===== src/rtl/btb_update_ctrl.sv =====
// BTB write-side controller: decides on (re)allocation per resolved branch,
// queues allocations in a small FIFO and drains one per cycle into the BTB.
module btb_update_ctrl #(
  parameter int INDEX_WIDTH = 6,
  parameter int FIFO_DEPTH  = 4
) (
  input  logic                        clk_i,
  input  logic                        rst_ni,
  input  logic                        ex_valid_i,
  output logic                        ex_ready_o,
  input  logic [31:0]                 ex_pc_i,
  input  logic [31:0]                 ex_target_i,
  input  logic                        ex_taken_i,
  input  logic                        ex_pred_taken_i,
  input  logic                        ex_btb_hit_i,
  input  logic [31:0]                 ex_btb_target_i,
  input  logic                        ex_btb_bias_i,
  input  logic                        wr_ready_i,
  output logic                        wren_o,
  output logic [INDEX_WIDTH-1:0]      wr_index_o,
  output logic [32-INDEX_WIDTH-3:0]   wr_tag_o,
  output logic [31:0]                 wr_target_o,
  output logic                        br_taken_o,
  output logic                        pht_upd_o,
  output logic                        pht_agree_o,
  output logic [31:0]                 pht_pc_o,
  output logic                        mispredict_o,
  output logic [$clog2(FIFO_DEPTH):0] occ_o
);
  localparam int AW = $clog2(FIFO_DEPTH);
  localparam int TW = 32 - INDEX_WIDTH - 2;

  typedef struct packed {
    logic [INDEX_WIDTH-1:0] index;
    logic [TW-1:0]          tag;
    logic [31:0]            target;
    logic                   bias;
  } alloc_t;

  alloc_t      r_mem [FIFO_DEPTH];
  logic [AW:0] r_wr_ptr, r_rd_ptr;
  logic        r_mispredict, r_pht_upd, r_pht_agree;
  logic [31:0] r_pht_pc;

  logic   w_tgt_mis, w_alloc, w_full, w_empty, w_accept, w_push, w_pop;
  alloc_t w_new, w_head;

  assign w_tgt_mis = ex_taken_i & (ex_btb_target_i != ex_target_i);
  assign w_alloc   = ~ex_btb_hit_i | w_tgt_mis;
  // Extra wrap bit distinguishes full from empty when the indices match.
  assign w_empty   = (r_wr_ptr == r_rd_ptr);
  assign w_full    = (r_wr_ptr[AW] != r_rd_ptr[AW]) &&
                     (r_wr_ptr[AW-1:0] == r_rd_ptr[AW-1:0]);

  // Non-allocating branches never stall; ready ignores the drain side.
  assign ex_ready_o = ~w_full | ~w_alloc;
  assign w_accept   = ex_valid_i & ex_ready_o;
  assign w_push     = w_accept & w_alloc;
  assign wren_o     = ~w_empty & wr_ready_i;
  assign w_pop      = wren_o;

  always_comb begin
    w_new        = '0;
    w_new.index  = ex_pc_i[INDEX_WIDTH+1:2];
    w_new.tag    = ex_pc_i[31:INDEX_WIDTH+2];
    w_new.target = ex_target_i;
    // A miss seeds the bias with the first outcome; a hit keeps the old bias.
    w_new.bias   = ex_btb_hit_i ? ex_btb_bias_i : ex_taken_i;
  end

  assign w_head      = r_mem[r_rd_ptr[AW-1:0]];
  assign wr_index_o  = w_head.index;
  assign wr_tag_o    = w_head.tag;
  assign wr_target_o = w_head.target;
  assign br_taken_o  = w_head.bias;
  assign occ_o       = r_wr_ptr - r_rd_ptr;

  always_ff @(posedge clk_i) begin
    if (w_push) r_mem[r_wr_ptr[AW-1:0]] <= w_new;
  end

  always_ff @(posedge clk_i or negedge rst_ni) begin
    if (!rst_ni) begin
      r_wr_ptr <= '0;
      r_rd_ptr <= '0;
    end else begin
      if (w_push) r_wr_ptr <= r_wr_ptr + 1'b1;
      if (w_pop)  r_rd_ptr <= r_rd_ptr + 1'b1;
    end
  end

  always_ff @(posedge clk_i or negedge rst_ni) begin
    if (!rst_ni) begin
      r_mispredict <= 1'b0;
      r_pht_upd    <= 1'b0;
      r_pht_agree  <= 1'b0;
      r_pht_pc     <= '0;
    end else begin
      r_mispredict <= w_accept & ((ex_pred_taken_i != ex_taken_i) | w_tgt_mis);
      r_pht_upd    <= w_accept & ex_btb_hit_i;
      r_pht_agree  <= w_accept & ex_btb_hit_i & (ex_taken_i == ex_btb_bias_i);
      if (w_accept & ex_btb_hit_i) r_pht_pc <= ex_pc_i;
    end
  end

  assign mispredict_o = r_mispredict;
  assign pht_upd_o    = r_pht_upd;
  assign pht_agree_o  = r_pht_agree;
  assign pht_pc_o     = r_pht_pc;
endmodule


===== config.mk =====
export PLATFORM = sky130hd
export DESIGN_NAME = btb_update_ctrl
export DESIGN_NICKNAME = d
export VERILOG_FILES = /design/src/rtl/btb_update_ctrl.sv
export SDC_FILE = /design/constraint.sdc
export NUM_CORES = 1
export LEC_CHECK = 0
export CORE_ASPECT_RATIO = 1.75
export CORE_MARGIN = 5
export CORE_UTILIZATION = 48
export CTS_CLUSTER_DIAMETER = 30
export CTS_CLUSTER_SIZE = 14
export DETAILED_ROUTE_END_ITERATION = 16
export PLACE_DENSITY = 0.86
export SETUP_SLACK_MARGIN = 0.4
export SYNTH_ARGS = -nofsm -noshare
export SYNTH_HDL_FRONTEND = slang
export SYNTH_SLANG_ARGS = --single-unit

===== constraint.sdc =====
create_clock -name clk_i -period 5.7 [get_ports clk_i]
set_clock_uncertainty 0.05 [all_clocks]
set_input_delay 1.14 -clock clk_i [delete_from_list [all_inputs] [get_ports clk_i]]
set_output_delay 1.14 -clock clk_i [all_outputs]
set_load 0.005 [all_outputs]

# Word level (Yosys, flattened, before mapping)
# Memories as Yosys holds them, arrays and structs flattened.
# Cells that the tools add are included.
word_totals:
  out_inout_bits: 103
  regBits: 41
  word_cells: 34
  inputBits: 104
  ramBits: 252
  mem_count: 1
classes:
  add_sub_neg: 3
  n_bitwise: 14
  n_eq_ne: 6
  reduce_logical: 1
  n_mux: 3
mem_list:
  columns: ["name", "words", "width", "read_ports", "rd_clocked_by_memory_dff", "write_ports", "line_no", "source"]
  rows:
  - ["r_mem", 4, 63, 1, 0, 1, "40", "alloc_t r_mem [FIFO_DEPTH];"]
ops:
  columns: ["op", "n"]
  rows:
  - ["$ne A32 B32 Y1", 1]
  - ["$and A1 B1 Y1", 7]
  - ["$add A3 B1 Y3 const B", 2]
  - ["$not A1 Y1", 4]
  - ["$eq A3 B3 Y1", 1]
  - ["$mux W1", 3]
  - ["$or A1 B1 Y1", 3]
  - ["$sub A3 B3 Y3", 1]
  - ["$eq A2 B2 Y1", 1]
  - ["$ne A1 B1 Y1", 2]
  - ["$eq A1 B1 Y1", 1]
  - ["$logic_and A1 B1 Y1", 1]

# Longest topological paths before layout
# Gate-level depths: netlist of the first run.
logic_depth:
  word_depth: 9
  mapped_depth: 9
  mapped_depth_nobuf: 7

# Least setup slack after synthesis of the first run
# No wires, ideal clock.
synth_path:
  kind: "register to register"
  start: "register r_rd_ptr[1]"
  end: "memory r_mem[3][0] (netlist bit) (enable)"
  required_ps: 5145
  period_less_slack_ps: 5499
  t_arrival_ps: 4944
  setup_time_ps: 505
  n_path_buf: 3
  stages_incl_launch_ff: 10
  path_slack_ps: 201
  path_cell_list: "dfrtp_1 clkbuf_1 clkbuf_1 inv_1 ha_1 nand3_4 and2_1 clkbuf_2 nand2_1 a21oi_1"
synth_via:
  elab_chain_len: 8
synth_rtl:
  columns: ["item", "line_no", "source"]
  rows:
  - ["start: declaration", "41", "logic [AW:0] r_wr_ptr, r_rd_ptr;"]
  - ["start signal: assignment", "88", "if (w_pop) r_rd_ptr <= r_rd_ptr + 1'b1;"]
  - ["$eq A2 B2 Y1", "53", "(r_wr_ptr[AW-1:0] == r_rd_ptr[AW-1:0]);"]
  - ["$logic_and A1 B1 Y1", "52", "assign w_full = (r_wr_ptr[AW] != r_rd_ptr[AW]) &&"]
  - ["$not A1 Y1", "56", "assign ex_ready_o = ~w_full | ~w_alloc;"]
  - ["$or A1 B1 Y1", "56", null]
  - ["$and A1 B1 Y1", "57", "assign w_accept = ex_valid_i & ex_ready_o;"]
  - ["$and A1 B1 Y1", "58", "assign w_push = w_accept & w_alloc;"]
  - ["$mux W1", "79", "if (w_push) r_mem[r_wr_ptr[AW-1:0]] <= w_new;"]
  - ["$mux W1 (not written as such)", "79", null]
  - ["end: declaration", "40", null]
# Every way passes these cells.

# Final worst setup path of the first run
layout_path:
  start: "input port ex_target_i[7]"
  end: "output port ex_ready_o"
layout_via:
  elab_chain_len: 5
layout_rtl:
  columns: ["item", "line_no", "source"]
  rows:
  - ["start: declaration", "12", "input logic [31:0] ex_target_i,"]
  - ["$ne A32 B32 Y1", "48", "assign w_tgt_mis = ex_taken_i & (ex_btb_target_i != ex_target_i);"]
  - ["$and A1 B1 Y1", "48", null]
  - ["$or A1 B1 Y1", "49", "assign w_alloc = ~ex_btb_hit_i | w_tgt_mis;"]
  - ["$not A1 Y1", "56", null]
  - ["$or A1 B1 Y1", "56", null]
  - ["end: declaration", "10", "output logic ex_ready_o,"]
# Every way passes these cells.

==> run metrics, run 1 <==
leakage 5.53 nW; PortBufs between 200 and 250; Area Growth Syn to Fin 28.0%; final worst path period need between 4000 and 5000 ps; Synth Cell Area 0.0127 mm2; Detailed Routing Iterations Pass 1 5; fin nets around 1.0k; postcts setup bufs 0; pin slew with the least headroom to its limit 1260 ps; final non-filler cell total approximately 1.3k; Netlist cell types 49; DRC Markers 0; clk slew on worst S/H paths 50 ps; Max Cap Viol 0; later-pin clock latency in the skew report about 520 ps; via count 7667; CORE AREA 0.0261 mm2; CP arrival 3730 ps; Iter 0 DRT Violations 444; Power Density between 500 and 600 mW/mm2; Ports 207; Vias/cell 6.05; critical path data required time 4510 ps; Post-synth ARST share 14.0%; post-DP HPWL 20.3 mm; Clock Path Buffers 3; M1 GR Usage 23.6%; Routed wire per std cell 25.1 um; Die X around 130 um; vias in the first global route 8159; largest net degree at the start of global routing 77; Filler Cell Count around 1.8k; hold slack 510 ps; f_max 0.203 GHz; post-route ant nets 0; remaining global-route overflow 0; Post-CTS Resized 0; CTS buffer count 37; setup TNS 0 ps; share of cells above drive strength 1 20.7%; initial antenna violation count 0; dpl cell area ~0.015 mm2; H-tree depth 2; final setup margin between 700 and 800 ps; Seq/Total Area, Yosys roughly two thirds; Synth Area per Inst around 18 um2; CP startpoint kind input pin; crit-path max FO 5; Max VDD drop 0.000321 V; CTS tree yes; first-pass GRT wire length ~49 mm; synthesis-stage register bit count about 300; top_reg_cell synth edfxtp_1; fin crit share 86.3%; Power Total slightly above 8 mW; Diodes inserted 0; die area around 0.03 mm2; CTS Root Cell clkbuf_16; Final Cell Area 0.0162 mm2; GRT met2 Usage between 30% and 40%; Initial Utilization 48.7%; drt total wl 31.7 mm; Overall Global Routing Usage 21.3%; RSZ-0062 raised after global routing no; Post-Synthesis Cells between 700 and 800; Top Usage Layer GRT met2; gpl congestion 0.771; Place WS 757 ps; Finished Core Util 62.3%; fin. max-slew vios 0; Slew headroom 15.8%; total of warnings raised by yosys 0; Hold Vio Cnt, Final 0; CTS Hold Bufs 0; Post-synth EDFFs about 250; final setup fails 0; syn nets just over 800; FP Rows about 80; critical path capture point type output pin; CTS sink cnt 293; status completed; Setup CP Type in2out; GRT met3 Usage under 10%; die span in y 225 um; class of the worst hold path reg2reg; placed insts 1199
-- area by class of cell --
cell class	count	area [um2]	share of cell area, %
flip-flops and latches	293	8600	53.0
multi-input cells	360	3820	23.5
repair buffers	219	2140	13.2
clock buffers	43	991	6.10
well taps	320	400	2.47
clock inverters	25	250	1.54
inverters	7	26.3	0.162
-- flip-flops by register name, indices dropped and copies added, names as in the netlist --
| name | count |
|---|---|
| pht_pc_o | 32 |
| r_mem | 252 |
| pht_upd_o | 1 |
| r_wr_ptr | 3 |
| pht_agree_o | 1 |
| mispredict_o | 1 |
| r_rd_ptr | 3 |
-- path summary, 6_finish.rpt --
kind,startpoint,end,slack (ps),depth (start not counted)
hold / removal,r_rd_ptr[2]$_DFFE_PN0P_,r_rd_ptr[2]$_DFFE_PN0P_,510,1
setup / recovery,ex_target_i[7],ex_ready_o,780,7
max in group asynchronous,rst_ni,r_rd_ptr[1]$_DFFE_PN0P_,4030,1
hold reg to reg,r_rd_ptr[2]$_DFFE_PN0P_,r_rd_ptr[2]$_DFFE_PN0P_,510,1
setup reg to reg,r_rd_ptr[0]$_DFFE_PN0P_,r_mem[1][3]$_DFFE_PP_,1830,6
min in group asynchronous,rst_ni,pht_pc_o[15]$_DFFE_PN0P_,760,1
-- cell families after synthesis --
family	share of synthesized area, %
compound gates	6.67
xor+xnor	2.61
fa+ha+maj	0.848
buf+inv	2.55
flops	67.7
mux	11.3
simple gates	8.30
-- where the power goes --
| group | switching (mW) | internal, mW | total [mW] |
|---|---|---|---|
| Sequential | 0.236 | 2.84 | 3.07 |
| Clock | 0.928 | 1.38 | 2.30 |
| Combinational | 1.28 | 1.53 | 2.81 |
| Total | 2.44 | 5.74 | 8.18 |
-- worst max-delay path, cell delays in order --
cell and delay, ps:
clkdlybuf4s50_1 490, xor2_1 230, nor4_2 520, nand4_2 390, o21ai_2 290, a21o_1 160
clkdlybuf4s50_1 500
-- per-layer routing --
metal  wire length [um]  part of all wire, %  vias to the layer above
met5                  0                    0                        -
met4               1330                  4.2                        0
met3               2020                  6.4                       84
met2              17500                   55                      345
met1              10900                   34                     3882
li1                   -                    -                     3356
-- cell usage in the layout, fill, tap and decap left out, types with 3 or more instances in the layout --
| master | n |
|---|---|
| buf_4 | 13 |
| nor3b_1 | 32 |
| clkinv_2 | 5 |
| dfrtp_1 | 39 |
| clkdlybuf4s50_1 | 203 |
| nand3_1 | 65 |
| ha_1 | 7 |
| o211ai_2 | 30 |
| buf_2 | 3 |
| clkbuf_16 | 39 |
| nor4_2 | 8 |
| and3_1 | 32 |
| xor2_1 | 33 |
| mux4_2 | 63 |
| a21oi_4 | 4 |
| inv_6 | 9 |
| a221oi_1 | 32 |
| xnor2_1 | 3 |
| clkbuf_1 | 4 |
| nand2_1 | 7 |
| inv_1 | 7 |
| nor3_1 | 3 |
| o21ai_0 | 4 |
| edfxtp_1 | 252 |
-- cells in the mapped netlist, types with 2 or more instances --
master / instances / area, um2
o311ai_1: 2 / 17.5
a221oi_1: 32 / 280
nor4_2: 8 / 100
o2111ai_1: 2 / 17.5
nand2_1: 8 / 30.0
ha_1: 7 / 87.6
buf_12: 3 / 60.1
xor2_1: 33 / 289
a211oi_1: 2 / 15.0
edfxtp_1: 252 / 7570
a21oi_1: 6 / 30.0
nor3b_1: 32 / 240
nor3_1: 3 / 15.0
nor2_1: 2 / 7.51
buf_2: 12 / 60.1
and3_1: 32 / 200
and4_1: 2 / 17.5
inv_1: 7 / 26.3
or3_1: 2 / 12.5
buf_4: 5 / 37.5
o211ai_2: 30 / 375
o21ai_0: 4 / 20.0
nand4_1: 2 / 12.5
o211ai_1: 2 / 15.0
dfrtp_1: 41 / 1030
clkbuf_1: 35 / 131
mux4_2: 63 / 1420
nand3_1: 65 / 325
xnor2_1: 3 / 26.3
No activity file was read; power rests on OpenSTA's default activity.
==> inputs of run 2 (changes only) <==
PLACE_DENSITY = 0.78   (was 0.86)
==> run 2 against run 1 <==
  * Clock power about the same
  * Sequential cell count unchanged
  * Count of clock-buffer cells in the layout down 2
  * Combinational power about the same
  * Via count down 0.72%
  * Critical path type unchanged
  * Highest routed layer is now met5
==> run metrics, run 2 (same netlist as run 1, synthesis figures left out) <==
Overall Global Routing Usage 21.3% (+0.071 points); later-pin clock latency in the skew report 500 ps (-20 ps); largest net degree at the start of global routing 77 (unchanged); Ports 207 (unchanged); fin crit share 89.8% (+3.5 points); CTS Root Cell clkbuf_16; CP startpoint kind input pin; fin nets 1027 (-0.29%); PortBufs 206 (unchanged); Final Cell Area 0.0162 mm2 (about the same); final setup fails 0 (unchanged); Initial Utilization 48.7% (unchanged); vias in the first global route 7952 (-2.5%); DRC Markers 0 (unchanged); drt total wl 31.9 mm (+0.61%); Finished Core Util 62.3% (about the same); Die X 133 um (unchanged); leakage 5.52 nW (-0.12%); gpl congestion 0.758 (-1.6%); CTS buffer count 35 (-5.4%); crit-path max FO 5 (unchanged); via count 7612 (-0.72%); critical path data required time 4510 ps (about the same); hold slack 515 ps (+5.14 ps); Max VDD drop 0.000263 V (-18%); Area Growth Syn to Fin 28.1% (about the same); status completed; CTS Hold Bufs 0 (unchanged); commonest cells after routing, fill and taps aside 252 x edfxtp_1, 203 x clkdlybuf4s50_1, 65 x nand3_1; H-tree depth 2 (unchanged); Routed wire per std cell 25.3 um (+1.1%); post-DP HPWL 20.1 mm (-0.79%); Detailed Routing Iterations Pass 1 5 (unchanged); Max Cap Viol 0 (unchanged); max reg flops 252 (unchanged); FP Rows 78 (unchanged); final worst path period need 5120 ps (+202 ps); first-pass GRT wire length 48.7 mm (+0.27%); remaining global-route overflow 0 (unchanged); CTS sink cnt 293 (unchanged); setup TNS 0 ps (unchanged); Post-CTS Resized 0 (unchanged); Iter 0 DRT Violations 410 (-7.7%); Hold Vio Cnt, Final 0 (unchanged); share of cells above drive strength 1 20.6% (-0.059 points); dpl cell area 0.0150 mm2 (+0.17%); postcts setup bufs 0 (unchanged); Slew headroom 13.1% (-2.7 points); Setup CP Type in2out; die span in y 225 um (unchanged); critical path capture point type output pin; most common cell after layout, fill and taps aside edfxtp_1; pin slew with the least headroom to its limit 1300 ps (+39.7 ps); RSZ-0062 raised after global routing no; die area 0.0299 mm2 (unchanged); CP arrival 3930 ps (+200 ps); Power Density 505 mW/mm2 (+0.20%); CTS tree yes; f_max 0.195 GHz (-3.9%); CORE AREA 0.0261 mm2 (unchanged); class of the worst hold path reg2reg; clk slew on worst S/H paths 60 ps (about the same); fin. max-slew vios 0 (unchanged); Clock Path Buffers 3 (unchanged); initial antenna violation count 2 (+2); post-route ant nets 0 (unchanged); Vias/cell 6.04 (-0.24%)
-- run 2: cell type report --
class / instances / area, um2
Clock buffer: 41 / 951
Fill cell: 1882 / 9810
Clock inverter: 21 / 278
Tap cell: 320 / 400
Timing Repair Buffer: 218 / 2160
Antenna cell: 1 / 2.50
Sequential cell: 293 / 8600
Multi-Input combinational cell: 360 / 3830
Inverter: 7 / 26.3
-- run 2: final timing paths --
path                                         startpoint                       end  slack (ps)  depth (start not counted)
max in group asynchronous                        rst_ni   r_rd_ptr[0]$_DFFE_PN0P_        4430                          2
worst min register to register  r_rd_ptr[2]$_DFFE_PN0P_   r_rd_ptr[2]$_DFFE_PN0P_         510                          1
worst max-delay path                    ex_target_i[17]                ex_ready_o         580                          8
worst min-delay path            r_rd_ptr[2]$_DFFE_PN0P_   r_rd_ptr[2]$_DFFE_PN0P_         510                          1
min in group asynchronous                        rst_ni  pht_pc_o[22]$_DFFE_PN0P_         680                          2
worst max register to register  r_rd_ptr[0]$_DFFE_PN0P_    r_mem[0][60]$_DFFE_PP_        1820                          6
-- run 2: routing by layer --
layer / global-route usage [%] / vias to the layer above / share of wire [%]
li1: - / 3344 / -
met5: 0 / - / 0.034
met1: 24.5 / 3907 / 36
met3: 3.62 / 72 / 5.4
met4: 8.05 / 2 / 3.5
met2: 39.6 / 287 / 55
-- run 2: per-stage QoR --
| stage | worst slack (ps) | power [mW] | cells |
|---|---|---|---|
| 2_1_floorplan | 204 | 4.48 | 717 |
| 3_3_place_gp | 573 | 5.94 | 1198 |
| 3_5_place_dp | 525 | 5.99 | 1198 |
| 4_1_cts | 499 | 8.32 | 1260 |
| 5_1_grt | 448 | 8.60 | 1261 |
| 6_report | 582 | 8.21 | 1261 |
-- run 2: worst max-delay path, stage by stage --
cell and delay, ps:
clkdlybuf4s50_1 530, xor2_1 220, nor4_2 570, nand4_2 380
o21ai_2 210, buf_4 220, a21o_1 140, clkdlybuf4s50_1 510
-- run 2: power breakdown --
part | switching, mW | internal [mW] | total, mW
Sequential | 0.245 | 2.83 | 3.08
Combinational | 1.27 | 1.54 | 2.80
Clock | 0.879 | 1.44 | 2.32
Total | 2.39 | 5.81 | 8.21
